`src/rtl/mem_port_arbiter.sv`:
```
// Memory port arbiter: shares one data-memory bus between instruction fetch
// and the MEM stage. Each transaction runs IDLE -> BUSY -> DONE. Requests are
// granted MEM-first. A BUSY watchdog aborts hung transactions and sets a
// sticky error. stall_pipe holds the pipeline while any requester waits.
module mem_port_arbiter #(
    parameter int unsigned TIMEOUT = 64
) (
    input  logic        clk,
    input  logic        rst,
    input  logic        if_req,
    input  logic [31:0] if_addr,
    output logic [31:0] if_rdata,
    output logic        if_ready,
    input  logic        mem_req,
    input  logic        mem_we,
    input  logic [31:0] mem_addr,
    input  logic [31:0] mem_wdata,
    output logic [31:0] mem_rdata,
    output logic        mem_ready,
    output logic        bus_req,
    output logic        bus_we,
    output logic [31:0] bus_addr,
    output logic [31:0] bus_wdata,
    input  logic [31:0] bus_rdata,
    input  logic        bus_ack,
    output logic        stall_pipe,
    output logic        timeout_err
);

    localparam int unsigned CW = $clog2(TIMEOUT + 1);

    typedef enum logic [1:0] {
        S_IDLE,
        S_BUSY,
        S_DONE
    } state_t;

    state_t          state_q;
    state_t          state_d;
    logic            owner_mem_q;  // 1: MEM stage owns the bus, 0: fetch
    logic [CW-1:0]   cnt_q;

    logic            grant_mem;
    logic            grant_if;
    logic            busy_timeout;
    logic            busy_end;

    // Grant and completion conditions shared by the FSM and the datapath
    always_comb begin
        grant_mem    = (state_q == S_IDLE) && mem_req;
        grant_if     = (state_q == S_IDLE) && !mem_req && if_req;
        busy_timeout = (state_q == S_BUSY) && !bus_ack && (cnt_q == CW'(TIMEOUT - 1));
        busy_end     = (state_q == S_BUSY) && (bus_ack || busy_timeout);
    end

    // State register
    always_ff @(posedge clk or negedge rst) begin
        if (!rst) begin
            state_q <= S_IDLE;
        end else begin
            state_q <= state_d;
        end
    end

    // Next-state logic; DONE never samples requests so a held req is not reissued
    always_comb begin
        state_d = state_q;
        case (state_q)
            S_IDLE:  if (grant_mem || grant_if) state_d = S_BUSY;
            S_BUSY:  if (busy_end) state_d = S_DONE;
            S_DONE:  state_d = S_IDLE;
            default: state_d = S_IDLE;
        endcase
    end

    // Bus drive, watchdog counter, result capture and completion pulses
    always_ff @(posedge clk or negedge rst) begin
        if (!rst) begin
            owner_mem_q <= 1'b0;
            cnt_q       <= '0;
            bus_req     <= 1'b0;
            bus_we      <= 1'b0;
            bus_addr    <= '0;
            bus_wdata   <= '0;
            if_rdata    <= '0;
            mem_rdata   <= '0;
            if_ready    <= 1'b0;
            mem_ready   <= 1'b0;
            timeout_err <= 1'b0;
        end else begin
            if (grant_mem) begin
                owner_mem_q <= 1'b1;
                cnt_q       <= '0;
                bus_req     <= 1'b1;
                bus_we      <= mem_we;
                bus_addr    <= mem_addr;
                bus_wdata   <= mem_wdata;
            end else if (grant_if) begin
                owner_mem_q <= 1'b0;
                cnt_q       <= '0;
                bus_req     <= 1'b1;
                bus_we      <= 1'b0;
                bus_addr    <= if_addr;
                bus_wdata   <= '0;
            end else if (state_q == S_BUSY) begin
                cnt_q <= cnt_q + CW'(1);
            end

            if (busy_end) begin
                bus_req <= 1'b0;
                if (owner_mem_q) begin
                    mem_rdata <= bus_ack ? bus_rdata : '0;
                end else begin
                    if_rdata <= bus_ack ? bus_rdata : '0;
                end
            end

            if (busy_timeout) begin
                timeout_err <= 1'b1;
            end

            // Pulses are high exactly for the DONE cycle
            mem_ready <= busy_end && owner_mem_q;
            if_ready  <= busy_end && !owner_mem_q;
        end
    end

    assign stall_pipe = (mem_req && !mem_ready) || (if_req && !if_ready);

endmodule

```
`config.mk`:
```
export PLATFORM = sky130hd
export DESIGN_NAME = mem_port_arbiter
export DESIGN_NICKNAME = d
export VERILOG_FILES = /design/src/rtl/mem_port_arbiter.sv
export SDC_FILE = /design/constraint.sdc
export NUM_CORES = 1
export LEC_CHECK = 0
export CORE_MARGIN = 2
export CORE_UTILIZATION = 30
export CTS_CLUSTER_SIZE = 24
export DETAILED_ROUTE_END_ITERATION = 10
export DONT_BUFFER_PORTS = 1
export GPL_TIMING_DRIVEN = 0
export SLEW_MARGIN = 15
export SYNTH_ARGS = -nofsm -noshare
export SYNTH_HDL_FRONTEND = slang
export SYNTH_SLANG_ARGS = --single-unit
```
`constraint.sdc`:
```
create_clock -name clk -period 1.8 [get_ports clk]
set_input_delay 0.36 -clock clk [delete_from_list [all_inputs] [get_ports clk]]
set_output_delay 0.36 -clock clk [all_outputs]
set_load 0.02 [all_outputs]
```
Yosys cells after proc, flatten, opt, wreduce, memory -nomap -nowiden. Index checks and enable logic that the tools add are counted.

Bits of input ports: 134. Latch bits: 0. Memory bits (writable): 0. Logic and storage cells: 60. Output and inout bits: 134. Bits in read-only memories: 0. Memories kept: 0. Register bits: 143.

Equal/unequal tests: 4. Muxes and demuxes: 17. $mul: 0. Bitwise operators: 1. Div/mod/pow operators: 0. Shift operators: 0. Add/subtract/negate cells: 1. Magnitude comparators: 0. Reductions and logical operators: 25.

Operator list (count): 32-bit two-way mux (5); 7-bit two-way mux (3); 1-bit logical AND (10); 7-bit by 1-bit adder with 7-bit output, second input constant (1); 7-bit by 6-bit == test with 1-bit output, second input constant (1); 1-bit two-way mux (6); 2-bit AND reduction (3); 3-bit nonzero test (2); 1-bit logical NOT (5); 2-bit two-way mux (2); 2-bit one-hot mux with 2 select lines (1); 1-bit logical OR (3); 2-bit by 1-bit == test with 1-bit output, second input constant (1); 2-bit logical NOT (1); 2-bit by 1-bit inequality test with 1-bit output, second input constant (1); 2-bit inequality test, second input constant (1); 2-bit nonzero test (1); 1-bit inverter (1).

Logic depth before layout (Yosys ltp).
Word-level depth: 7. Mapped depth: 6.

Worst setup path after synthesis. OpenSTA, ideal clock, no wires.

Path kind: reg-to-reg. Start point: register cnt_q[0]. End point: register mem_rdata[10]. Data required time: 1.674 ns. Path buffers: 2. Path slack: 0.178 ns. Data arrival time: 1.496 ns. Clock period less this slack: 1.622 ns. Cell stages (with the launch flop): 7. Setup time: 0.126 ns. Path through: dfrtp_1 -> ha_1 -> and4_1 -> a31oi_2 -> buf_6 -> buf_6 -> a221o_1.

Cells in the longest elaborated chain, start to end: 5.

RTL lines: start: declaration (line 41) `logic [CW-1:0] cnt_q;`; start signal: assignment (line 106) `cnt_q <= cnt_q + CW'(1);`; 7-bit by 6-bit == test with 1-bit output (line 52) `busy_timeout = (state_q == S_BUSY) && !bus_ack && (cnt_q == CW'(TIMEOUT - 1));`; 1-bit logical AND (line 52); 1-bit logical OR (line 53) `busy_end = (state_q == S_BUSY) && (bus_ack || busy_timeout);`; 1-bit logical AND (line 53); 2-bit AND reduction (no line); end signal: assignment (line 112) `mem_rdata <= bus_ack ? bus_rdata : '0;`; end: declaration (line 18) `output logic [31:0] mem_rdata,`.

Every way passes these cells. A chain may end at the register's enable or synchronous reset.

Final worst setup path.
Start point: register cnt_q[1]. End point: register mem_rdata[11].

The elaborated chain is that of the path after synthesis.

==> flow_summary.yaml <==
global_route:
  first_global_vias: 4913
  grt_first_pass_wirelength_mm: 28.70
  grt_use_total_pct: 17.29
  antenna_found_initial: 0
  grt_start_max_net_pins: 144
  gr-total-overflow: 0
clocking:
  cts.reportedPaths.clkPinSlew_ns: 0.06
  ctsLongestPathBuffers: 2
  cts_htree_levels: 4
  tritoncts: "yes"
  tritoncts_sinks: 143
  cts_buffers: 17
  clock_latency_at_the_later_pin_of_the_worst_skew_pair_ns: 0.42
  cts.root.buffer_cell: "clkbuf_16"
finish:
  layout-area-overhead-vs-synth_pct: 18.13
  final_util_pct: 35.85
  multi_input_comb_area_sq_um: 2306
  final-seq-area_sq_um: 3578
  ant_diodes: 0
  layout-drive-gt1-share_pct: 14.97
  filler_cell_count: 1948
  final_net_count: 663
worst_setup_path:
  critPathBufInv: 2
  reg2reg_slack_ns: 0.05
  start_kind: "flip-flop"
  arrival_ns: 2.04
  timing.critical_path.to_type: "flip-flop"
  cp_cell_sequence: "ha_4 > and4_4 > a31oi_4 > buf_6 > buf_6 > a221o_1"
  path_max_fanout: 10
  worstReg2RegStart: "cnt_q[1]$_DFFE_PN0P_"
  worst_r2r_endpoint: "mem_rdata[11]$_DFFE_PN0P_"
  critical-path-max-stage-delay_ns: 0.41
  r2r.worst_path.cells: 6
  worst_ep_required_ns: 2.09
  cp_common_cell: "buf_6"
  timing.critical_path.slowest_stage_cell: "dfrtp_1"
  timing_worst_setup_path_type: "reg -> reg"
  worst_path_dominant_cell_family: "compound AO/OA/AOI/OAI gates"
sta:
  timing_max_transition_violations_final: 0
  finClkSkew_ns: 0.01526
  number_of_failing_hold_endpoints_at_the_final_stage: 143
  final.setup.worst_slack_ns: 0.05038
  layout_min_cycle_time_ns: 1.750
  max_slew.worst_pin.slew_ns: 0.5464
  min_period_over_period_pct: 97.20
  max_freq_mhz: 571.6
  setup_viol_count_final: 0
  headroom_to_the_max_slew_limit_pct: 63.57
  holdWs_ns: -0.3621
  grt_setup_unrepaired: "yes"
floorplanning:
  core.rowCount: 52
  floorplan.die.height_um: 146.4
  die-area_sq_um: 21420
  initial_utilization_pct: 30.34
  top_level_ports: 268
  fp.dieW_um: 146.4
  coreArea_sq_um: 20040
synth:
  post_synth_xor_area_fraction_pct: 0.1440
  synthArstFlopShare_pct: 100.0
  synth_sequential_area_ratio_pct: 58.85
  synth_top_family_by_area: "compound AO/OA/AOI/OAI gates"
  ys_ff_latch: 143
  cell_variety_after_synth: 41
  synth-edff-count: 0
  synth_flop_cell: "dfrtp_1"
  syn-mean-instance-area_sq_um: 12.02
  synthMuxAreaShare_pct: 0.1646
  synth_area_sq_um: 6081
  synth_compound_gate_area_share_pct: 26.44
  synth-simple-area-share_pct: 9.979
  yosys.area_share.adder_pct: 0.2058
  synth_warnings: 0
  synthCells: 506
  postSynthNetCount: 641
drt:
  dr_wl_met3_mm: 1.517
  post_drt_via_cell_ratio: 5.668
  route.top_layer_used: "met4"
  met2_wirelength_mm: 9.566
  drt-met1-wl_mm: 7.225
  remaining_antenna_violation_count: 0
  detail_route.first_pass.iterations: 4
  detail_route.wirelength_mm: 18.63
  avgRoutedWirePerCell_um: 22.97
  routed-via-count: 4597
  drc: 0
  detail_route.iter0.violations: 192
place:
  worst_slack_at_placement_ns: -0.3122
  place_hpwl_mm: 13.29
  io_buffers: 0
  routabilityCongestion: 0.8267
power_and_ir_drop:
  fin_total_pwr_mw: 15.74
  power.leakage_nw: 2.829
  pwr_density_cell_nw_per_um2: 2191
  vdd.ir_drop.worst_uv: 800.5
run:
  max_cap_viol_count: 0
status:
  outcome: "finished with violations"
  violations: "negative hold slack"
hold_path:
  hold_path.class: "in -> async"
## sequential cells by signal (all words and copies together) (netlist names)
name	cells
mem_ready	1
if_rdata	32
mem_rdata	32
state_q	2
bus_addr	32
bus_wdata	32
cnt_q	7
bus_we	1
if_ready	1
bus_req	1
owner_mem_q	1
timeout_err	1
## cell usage in the layout, fill, tap and decap left out, types with 9 or more instances in the layout
cell type / Yosys / final
clkbuf_1: 15 / 10
dfrtp_1: 143 / 143
clkbuf_4: 0 / 9
o22ai_1: 61 / 60
a21oi_1: 33 / 33
clkbuf_16: 0 / 17
a221o_1: 64 / 64
nor2b_1: 33 / 32
and2_1: 30 / 30
buf_4: 0 / 9
buf_2: 25 / 15
a22o_1: 33 / 33
## routing by layer
layer / vias to the layer above / track usage [%]
met3: 19 / 6.313
li1: 2016 / -
met5: - / 0
met1: 2340 / 19.70
met4: 0 / 6.068
met2: 222 / 30.00
## synthesized netlist by cell type (3+ instances only)
cell / number / share of area, %
nor2_1: 5 / 0.31
a21oi_1: 33 / 2.7
nand2_1: 8 / 0.49
and2_1: 30 / 3.1
a22o_1: 33 / 4.8
clkbuf_1: 15 / 0.93
inv_1: 5 / 0.31
o22ai_1: 61 / 6.3
buf_1: 3 / 0.19
buf_6: 4 / 0.74
o21ai_0: 7 / 0.58
nor2b_1: 33 / 3.4
buf_2: 25 / 2.1
nand3b_1: 3 / 0.37
a21o_1: 3 / 0.37
a221o_1: 64 / 11
dfrtp_1: 143 / 59
## through the flow
step,hold WS (ns),instances,instance area [sq um],TNS [ns]
CTS,-0.3888,811,7113,0
floorplan,0.06441,506,6081,0
global placement,0.06748,776,6419,-5.666
detailed placement,0.06830,776,6419,-9.295
global route,-0.4011,811,7183,-0.05275
finish,-0.3621,811,7183,0
## kinds of logic (layout without fill, tap and decap cells)
| logic type | Yosys count | in the layout |
|---|---|---|
| AOI/OAI and AO/OA | 210 | 210 |
| DFF | 143 | 143 |
| and+or+nand+nor | 98 | 98 |
| buffers and inverters | 52 | 87 |
| adders and majority gates | 1 | 1 |
| xor gates and xnor gates | 1 | 1 |
| muxes | 1 | 1 |
## final cells by class
cell class	instances	share of cell area, %
buffer	46	3.832
clock buffer	18	5.975
clock inverter	14	2.891
inverter	5	0.2613
multi-input combinational	311	32.10
sequential	143	49.82
tap	270	4.703
timing repair buffer	4	0.4180
## worst max-delay path by stage
| stage | end | from | cells past startpoint |
|---|---|---|---|
| 2_1_floorplan | mem_rdata[10]$_DFFE_PN0P_ | cnt_q[0]$_DFFE_PN0P_ | 6 |
| 3_5_place_dp | if_rdata[15]$_DFFE_PN0P_ | cnt_q[0]$_DFFE_PN0P_ | 5 |
| 4_1_cts | if_rdata[8]$_DFFE_PN0P_ | state_q[1]$_DFFE_PN0P_ | 5 |
| 3_3_place_gp | if_rdata[15]$_DFFE_PN0P_ | cnt_q[0]$_DFFE_PN0P_ | 5 |
| 6_report | mem_rdata[11]$_DFFE_PN0P_ | cnt_q[1]$_DFFE_PN0P_ | 6 |
| 5_1_grt | bus_addr[12]$_DFFE_PN0P_ | state_q[0]$_DFFE_PN0P_ | 6 |
## what timing repair did
action | 4_1_cts | 5_1_grt
gates resized for setup | 11 | 28
buffers inserted | 3 | 1
setup endpoints to repair | 92 | 113
endpoints found under the hold margin | 143 | 143
## power breakdown
group / switching [mW] / internal, mW
clock network: 1.47 / 2.36
registers: 3.08 / 4.62
logic: 2.08 / 2.14
total: 6.62 / 9.12
Power figures use the tool's default switching activity.
